### config.mk
export PLATFORM = sky130hd
export DESIGN_NAME = reg_dump_reader
export DESIGN_NICKNAME = d
export VERILOG_FILES = /design/src/rtl/reg_dump_pkg.sv /design/src/rtl/reg_dump_reader.sv
export SDC_FILE = /design/constraint.sdc
export NUM_CORES = 1
export LEC_CHECK = 0
export CORE_UTILIZATION = 41
export DETAILED_ROUTE_END_ITERATION = 10
export PLACE_DENSITY_LB_ADDON = 0.08
export SLEW_MARGIN = 10
export SYNTH_ARGS = -nofsm -noshare
export SYNTH_HDL_FRONTEND = slang
export SYNTH_SLANG_ARGS = --single-unit
### constraint.sdc
create_clock -name clk -period 1.85 [get_ports clk]
set_input_delay 0.2775 -clock clk [delete_from_list [all_inputs] [get_ports clk]]
set_output_delay 0.2775 -clock clk [all_outputs]
set_load 0.05 [all_outputs]
### src/rtl/reg_dump_pkg.sv
// Shared types and defaults for the register-dump read-out engine.
package reg_dump_pkg;

  localparam int ADDR_W_DEF = 5;
  localparam int DATA_W_DEF = 16;
  localparam int SUM_W      = 16;

  typedef enum logic [2:0] {
    ST_IDLE   = 3'd0,
    ST_SETTLE = 3'd1,
    ST_EMIT   = 3'd2,
    ST_SUM    = 3'd3,
    ST_DONE   = 3'd4
  } state_t;

  // Width of the settle counter; never below one bit.
  function automatic int cnt_width(input int settle_cycles);
    if (settle_cycles > 1) begin
      return $clog2(settle_cycles);
    end else begin
      return 1;
    end
  endfunction

endpackage

### src/rtl/reg_dump_reader.sv
// Drives reg_addr into the core probe port, samples final_res after settling and streams
// (addr, data) beats over valid/ready. Optional trailing checksum beat: REG_DUMP_CHECKSUM_EN.
module reg_dump_reader
  import reg_dump_pkg::*;
#(
  parameter int ADDR_W        = ADDR_W_DEF,
  parameter int DATA_W        = DATA_W_DEF,
  parameter int SETTLE_CYCLES = 1
) (
  input  logic              clk,
  input  logic              rst,
  input  logic              start,
  input  logic [ADDR_W-1:0] start_addr,
  input  logic [ADDR_W:0]   num_regs,
  output logic [ADDR_W-1:0] reg_addr,
  input  logic [DATA_W-1:0] final_res,
  output logic              out_valid,
  input  logic              out_ready,
  output logic [ADDR_W-1:0] out_addr,
  output logic [DATA_W-1:0] out_data,
  output logic              out_last,
  output logic              busy,
  output logic              done
);

  localparam int               CNT_W    = cnt_width(SETTLE_CYCLES);
  localparam logic [CNT_W-1:0] CNT_LAST = CNT_W'(SETTLE_CYCLES - 1);
  localparam logic [ADDR_W:0]  REM_ONE  = (ADDR_W + 1)'(1);

  state_t              r_state;
  state_t              w_next;
  logic [CNT_W-1:0]    r_cnt;
  logic [ADDR_W:0]     r_remaining;
  logic [ADDR_W-1:0]   r_reg_addr;
  logic                r_out_valid;
  logic [ADDR_W-1:0]   r_out_addr;
  logic [DATA_W-1:0]   r_out_data;
  logic                r_out_last;
  logic                r_busy;
  logic                r_done;

  logic w_start;
  logic w_capture;
  logic w_settle_wait;
  logic w_hs_emit;
  logic w_more;
`ifdef REG_DUMP_CHECKSUM_EN
  logic [SUM_W-1:0] r_sum;
  logic             w_sum_beat;
  logic             w_hs_sum;
`endif

  // FSM state register.
  always_ff @(posedge clk or negedge rst) begin
    if (!rst) begin
      r_state <= ST_IDLE;
    end else begin
      r_state <= w_next;
    end
  end

  // FSM next-state logic.
  always_comb begin
    w_next = r_state;
    case (r_state)
      ST_IDLE: begin
        if (start) begin
          if (num_regs != '0) begin
            w_next = ST_SETTLE;
          end else begin
`ifdef REG_DUMP_CHECKSUM_EN
            w_next = ST_SUM;
`else
            w_next = ST_DONE;
`endif
          end
        end else begin
          w_next = ST_IDLE;
        end
      end
      ST_SETTLE: begin
        if (r_cnt == CNT_LAST) begin
          w_next = ST_EMIT;
        end else begin
          w_next = ST_SETTLE;
        end
      end
      ST_EMIT: begin
        if (r_out_valid && out_ready) begin
          if (r_remaining > REM_ONE) begin
            w_next = ST_SETTLE;
          end else begin
`ifdef REG_DUMP_CHECKSUM_EN
            w_next = ST_SUM;
`else
            w_next = ST_DONE;
`endif
          end
        end else begin
          w_next = ST_EMIT;
        end
      end
`ifdef REG_DUMP_CHECKSUM_EN
      ST_SUM: begin
        if (r_out_valid && out_ready) begin
          w_next = ST_DONE;
        end else begin
          w_next = ST_SUM;
        end
      end
`endif
      ST_DONE: w_next = ST_IDLE;
      default: w_next = ST_IDLE;
    endcase
  end

  // FSM output decode: per-state strobes that steer the datapath registers.
  always_comb begin
    w_start       = 1'b0;
    w_capture     = 1'b0;
    w_settle_wait = 1'b0;
    w_hs_emit     = 1'b0;
    w_more        = (r_remaining > REM_ONE);
`ifdef REG_DUMP_CHECKSUM_EN
    w_sum_beat    = 1'b0;
    w_hs_sum      = 1'b0;
`endif
    case (r_state)
      ST_IDLE: begin
        w_start = start;
`ifdef REG_DUMP_CHECKSUM_EN
        w_sum_beat = start && (num_regs == '0);
`endif
      end
      ST_SETTLE: begin
        if (r_cnt == CNT_LAST) begin
          w_capture = 1'b1;
        end else begin
          w_settle_wait = 1'b1;
        end
      end
      ST_EMIT: begin
        w_hs_emit = r_out_valid && out_ready;
`ifdef REG_DUMP_CHECKSUM_EN
        w_sum_beat = r_out_valid && out_ready && !w_more;
`endif
      end
`ifdef REG_DUMP_CHECKSUM_EN
      ST_SUM: begin
        w_hs_sum = r_out_valid && out_ready;
      end
`endif
      default: begin
        w_start = 1'b0;
      end
    endcase
  end

  // Probe address, remaining count and settle counter.
  always_ff @(posedge clk or negedge rst) begin
    if (!rst) begin
      r_reg_addr  <= '0;
      r_remaining <= '0;
      r_cnt       <= '0;
    end else begin
      if (w_start) begin
        r_remaining <= num_regs;
        r_cnt       <= '0;
        if (num_regs != '0) begin
          r_reg_addr <= start_addr;
        end
      end
      if (w_settle_wait) begin
        r_cnt <= r_cnt + CNT_W'(1);
      end
      if (w_hs_emit) begin
        r_remaining <= r_remaining - REM_ONE;
        if (w_more) begin
          r_reg_addr <= r_reg_addr + ADDR_W'(1);
          r_cnt      <= '0;
        end
      end
    end
  end

  // Output beat registers; they only change on capture, handshake or the checksum beat.
  always_ff @(posedge clk or negedge rst) begin
    if (!rst) begin
      r_out_valid <= 1'b0;
      r_out_addr  <= '0;
      r_out_data  <= '0;
      r_out_last  <= 1'b0;
    end else begin
      if (w_capture) begin
        r_out_valid <= 1'b1;
        r_out_addr  <= r_reg_addr;
        r_out_data  <= final_res;
`ifdef REG_DUMP_CHECKSUM_EN
        r_out_last  <= 1'b0;
`else
        r_out_last  <= (r_remaining == REM_ONE);
`endif
      end
      if (w_hs_emit) begin
        r_out_valid <= 1'b0;
      end
`ifdef REG_DUMP_CHECKSUM_EN
      if (w_hs_sum) begin
        r_out_valid <= 1'b0;
      end
      // Sum beat overrides the handshake clear of the final register beat.
      if (w_sum_beat) begin
        r_out_valid <= 1'b1;
        r_out_addr  <= '0;
        r_out_last  <= 1'b1;
        r_out_data  <= (r_state == ST_IDLE) ? '0 : DATA_W'(r_sum);
      end
`endif
    end
  end

`ifdef REG_DUMP_CHECKSUM_EN
  // Wrap-around checksum of every captured register value.
  always_ff @(posedge clk or negedge rst) begin
    if (!rst) begin
      r_sum <= '0;
    end else if (w_start) begin
      r_sum <= '0;
    end else if (w_capture) begin
      r_sum <= r_sum + SUM_W'(final_res);
    end
  end
`endif

  // Registered status flags, derived from the upcoming state.
  always_ff @(posedge clk or negedge rst) begin
    if (!rst) begin
      r_busy <= 1'b0;
      r_done <= 1'b0;
    end else begin
      r_busy <= (w_next != ST_IDLE);
      r_done <= (w_next == ST_DONE);
    end
  end

  assign reg_addr  = r_reg_addr;
  assign out_valid = r_out_valid;
  assign out_addr  = r_out_addr;
  assign out_data  = r_out_data;
  assign out_last  = r_out_last;
  assign busy      = r_busy;
  assign done      = r_done;

endmodule

**Yosys cells after proc, flatten, opt, wreduce, memory -nomap -nowiden**

Index checks and enable logic that the tools add are counted.

- Reductions and logical operators: 6
- $lt $le $gt $ge: 1
- $add $sub $neg: 3
- Eq/ne operators: 4
- Mux-type cells: 24

Operator list:

| operator | number |
|---|---|
| 5-bit 2-to-1 mux | 4 |
| 1-bit 2-to-1 mux | 12 |
| 3-bit 2-to-1 mux | 4 |
| 6-bit 2-to-1 mux | 2 |
| 3-bit case mux with 3 select lines | 1 |
| 6-bit by 1-bit equality test with 1-bit output (second input constant) | 1 |
| 6-bit by 1-bit > comparator with 1-bit output (second input constant) | 1 |
| 6-bit nonzero test | 1 |
| 6-bit by 1-bit subtractor with 6-bit output (second input constant) | 1 |
| 5-bit by 1-bit adder with 5-bit output (second input constant) | 1 |
| 2-bit nonzero test | 2 |
| 3-bit by 1-bit equality test with 1-bit output (second input constant) | 1 |
| 3-bit by 2-bit equality test with 1-bit output (second input constant) | 1 |
| 3-bit equality test (second input constant) | 1 |
| 3-bit zero test | 1 |
| 3-bit nonzero test | 1 |
| 2-bit 2-to-1 mux | 1 |
| 1-bit adder (second input constant) | 1 |
| 1-bit logical AND | 1 |

- Word-level logic and storage cells: 48
- Flip-flop bits (word level): 40

**Longest topological paths before layout**

- Depth in word-level cells: 6
- Gate-level depth with buffers: 7

**Least setup slack after synthesis**

Ideal clock, no wire load.

- Kind: reg2reg
- Start: reg r_remaining[0]
- End: reg r_reg_addr[2], in the netlist reg_addr[2]
- Cell stages (with the launch flop): 8
- Data required time: 1.727 ns
- Buffers on the path: 1
- Slack: -0.191 ns
- Arrival time: 1.918 ns
- Period minus slack after synthesis: 2.041 ns
- Cell sequence: dfrtp_1 -> inv_1 -> ha_1 -> or2_1 -> a211oi_1 -> buf_2 -> mux2_1 -> o221a_1

- Word-level cells in the longest chain between the ends: 3

Ends and longest elaborated chain:

| item | line | RTL |
|---|---|---|
| start, declared | reg_dump_reader.sv:33 | `logic [ADDR_W:0] r_remaining;` |
| start signal, assigned | reg_dump_reader.sv:167 | `r_remaining <= num_regs;` |
| start signal, assigned | reg_dump_reader.sv:177 | `r_remaining <= r_remaining - REM_ONE;` |
| 6-bit by 1-bit > comparator with 1-bit output | reg_dump_reader.sv:123 | `w_more = (r_remaining > REM_ONE);` |
| 5-bit 2-to-1 mux | reg_dump_reader.sv:178 | `if (w_more) begin` |
| 5-bit 2-to-1 mux | reg_dump_reader.sv:176 | `if (w_hs_emit) begin` |
| end signal, assigned | reg_dump_reader.sv:170 | `r_reg_addr <= start_addr;` |
| end signal, assigned | reg_dump_reader.sv:179 | `r_reg_addr <= r_reg_addr + ADDR_W'(1);` |
| end, declared | reg_dump_reader.sv:34 | `logic [ADDR_W-1:0] r_reg_addr;` |

Every way passes these cells.
A chain may end at the register's enable or synchronous reset.

**Final worst setup path**

- Start: reg r_remaining[1]
- End: reg r_reg_addr[3], in the netlist reg_addr[3]

Same word-level chain as after synthesis.

==> flow_summary.json <==
{
  "placed_cells": 269,
  "worst-endpoint-arrival_ns": 2.06,
  "htree_levels": 2,
  "grt_pass1_vias": 1519,
  "worstPathMaxFanout": 5,
  "hold_viol_final": 0,
  "relative_area_change_from_synthesis_to_final_layout_pct": 50.51,
  "compound_gate_portion_of_the_synthesized_area": 0.1069,
  "critical_path.reg2reg.endpoint": "reg_addr[3]",
  "clock-skew-final_ns": 0.006660,
  "cp.required_ns": 2.03,
  "drt.antenna.violating_nets": 0,
  "num_rows": 23,
  "grt_max_degree": 26,
  "antenna-diode-count": 0,
  "powerDensity_nw_per_um2": 2019,
  "cts-buffers-inserted": 5,
  "synth_area_leaders": "dfrtp_1, mux2_2, ha_1",
  "setup_viol_count_final": 3,
  "yosys.area_share.adder": 0.02042,
  "cts_tree": "done",
  "violations_in_the_final_reports": "setup timing",
  "post-route-period-util": 1.015,
  "wl_mm": 4.377,
  "place.port_buffers": 60,
  "final-instance-count-excl-fill": 282,
  "overall_die_area_um2": 4755,
  "muxShareOfSynthArea": 0.1579,
  "clkSlewWorstSetupHoldPaths_ns": 0.08,
  "place.detailed.hpwl_mm": 3.170,
  "power_frac_seq": 0.284,
  "slowest_cp_cell": "dfrtp_1",
  "status": "finished with violations",
  "globalRouteOverflowTotal": 0,
  "ys_seq_elements": 40,
  "final-max-slew-violation-count": 0,
  "r2r_slack_ns": -0.03,
  "cp-end-kind": "flop",
  "yosysUniqueCellTypes": 37,
  "critPathMaxStageDelay_ns": 0.38,
  "commonest_cells_after_routing_fill_and_taps_aside": "clkdlybuf4s50_1, dfrtp_1, buf_4, mux2_2, nor2_1",
  "design_power_total_mw": 5.585,
  "synth-simple-area-share": 0.1287,
  "synth_largest_type_area_fraction": 0.5446,
  "synth_area_per_cell_um2": 12.25,
  "top_level_ports": 61,
  "initial_core_util": 0.4435,
  "detail_route.first_pass.iterations": 4,
  "route.vias.total": 1472,
  "peak_supply_drop_mv": 1.007,
  "nets": 265,
  "track_usage": 0.2001,
  "cell_area_synth_um2": 1838,
  "timing.slew.headroom": 0.6225,
  "syn_nets": 184,
  "wl_per_cell_um": 15.52,
  "setup_ws_ns": -0.02768,
  "floorplan.core_area_um2": 4144,
  "chipWidth_um": 68.96,
  "number_of_flops_mapped_to_enable_cells_by_yosys": 0,
  "timing.max_cap.violations": 0,
  "worst_r2r_start": "r_remaining[1]",
  "cts.sink_count": 40,
  "postLayoutCoreUtil": 0.6676,
  "commonest_register_cell_after_synthesis": "dfrtp_1",
  "yosys.area.top_type": "dfrtp_1",
  "clkLatencyLatePin_ns": 0.30,
  "clock-root-buffer": "clkbuf_8",
  "power.switching_fraction": 0.4459,
  "power.share.clock": 0.127,
  "antenna_violations_before_repair": 0,
  "layout.cells.most_common": "clkdlybuf4s50_1",
  "proportion_of_synthesized_flip_flops_having_asynchronous_set_or_reset": 1.000,
  "drive_gt1_frac": 0.3017,
  "worst_hold_path_type": "reg -> reg",
  "post_drt_via_cell_ratio": 5.220,
  "number_of_warnings_reported_in_the_yosys_synthesis_log": 0,
  "maximum_buffer_depth_of_the_clock_tree": 2,
  "r2r_cells": 7,
  "cpLargestDelayFamily": "compound AO/OA/AOI/OAI gates",
  "maxClockFrequency_mhz": 532.6,
  "synth_xor_xnor_area_share": 0,
  "drt_drc_violations_left": 0,
  "grt_first_pass_wirelength_mm": 6.844,
  "worst-slew-pin-transition_ns": 0.5663,
  "weighted_congestion_at_the_end_of_routability_driven_global_placement": 0.8258,
  "p_int_mw": 3.095,
  "timing_worst_setup_path_type": "reg -> reg",
  "critical_path_buf_inv_count": 2,
  "drt-initial-drc-count": 76,
  "crit_chain": "inv_2 > ha_2 > or2_4 > a211oi_2 > buf_4 > mux2_4 > o221a_1",
  "power_frac_comb": 0.589,
  "synth_top_family_by_area": "multiplexers",
  "fp.dieH_um": 68.96,
  "critical_path.endpoint": "reg_addr[3]",
  "rsz_0062_raised_after_global_routing": "yes",
  "switching_power_mw": 2.490,
  "cp.depth": 7,
  "postSynthCellCount": 150,
  "power.static_leakage_nw": 1.194,
  "min_period_ns": 1.878,
  "setup.worst_path.start_class": "flop",
  "worst_setup_path_startpoint": "r_remaining[1]",
  "synth_seq_area_share": 0.5446
}
how the worst min path moves through the flow:
stage / start / end / slack [ns] / cells past startpoint
after floorplan: rst / busy / -0.02 / 0
after global placement: rst / r_state[1] / 0.29 / 1
after detailed placement: rst / r_state[2] / 0.30 / 1
after CTS: out_addr[2] / out_addr[2] / 0.51 / 1
after global routing: out_data[13] / out_data[13] / 0.53 / 1
final: out_addr[2] / out_addr[2] / 0.51 / 1
cells by family (layout without fill, tap and decap cells):
| logic type | count (synthesis) | in the layout |
|---|---|---|
| flip-flops | 40 | 40 |
| AO/OA/AOI/OAI | 26 | 26 |
| adder cells (fa/ha/maj) | 3 | 3 |
| buffers and inverters | 14 | 96 |
| AND/OR/NAND/NOR | 41 | 41 |
| multiplexers | 26 | 26 |
routing by layer:
metal / up-vias / part of all wire / global-route usage
li1: 703 / - / -
met1: 717 / 0.43 / 0.2438
met2: 47 / 0.49 / 0.3325
met3: 5 / 0.060 / 0.06086
met4: 0 / 0.014 / 0.07143
met5: - / 0 / 0
worst reg2reg max path, cell delays in order (launching register included):
cell	delay, ns
dfrtp_1	0.38
inv_2	0.07
ha_2	0.18
or2_4	0.25
a211oi_2	0.18
buf_4	0.19
mux2_4	0.30
o221a_1	0.21
Yosys cell counts, types with 3 or more instances:
cell type and number:
dfrtp_1 40, mux2_2 21, nor2_1 9, nand2_1 8, inv_1 6, o21ai_1 5
buf_2 4, nand3_1 4, a21oi_1 3, a221o_1 3, and3_1 3, ha_1 3
mux2_1 3, nor3_1 3, nor3b_1 3, o221a_1 3, o22ai_1 3
registers in the layout, indices dropped and copies added (netlist names):
name and cells:
out_data 16, r_remaining 6, out_addr 5, reg_addr 5, r_state 3, busy 1, done 1, out_last 1
out_valid 1, r_cnt 1
through the flow:
stage          setup slack [ns]  setup TNS, ns  cell area [um2]  hold slack (ns)
3_5_place_dp            -0.1867         -1.078             2589           0.3020
5_1_grt                -0.07512        -0.2414             2766           0.5281
4_1_cts                -0.03667       -0.09133             2745           0.5112
2_1_floorplan         -0.003571      -0.007113             1852         -0.01809
6_report               -0.02768       -0.05253             2766           0.5078
3_3_place_gp            -0.1463        -0.8153             2589           0.2904
power by group through the flow:
stage	logic, mW	registers (mW)	clock network, mW
after CTS	3.25	1.58	0.727
after detailed placement	3.15	1.59	0
after global placement	3.08	1.56	0
after global routing	3.50	1.65	0.767
final	3.29	1.59	0.710
after floorplan	1.01	2.64	0
area by class of cell:
class | instances | area (um2)
tap | 50 | 62.56
inverter | 6 | 22.52
clock inverter | 2 | 35.03
sequential | 40 | 1003
clock buffer | 6 | 72.57
fill | 315 | 1378
timing repair buffer | 82 | 773.2
multi-input combinational | 96 | 797.0
repair_timing:
action | CTS | global route
endpoints found under the setup margin | 3 | 7
pin swaps | 5 | 2
buffers inserted | 2 | 2
hold buffers | 1 | 0
endpoints found under the hold margin | 24 | 0
gates resized for setup | 6 | 3
Power figures use the tool's default switching activity.
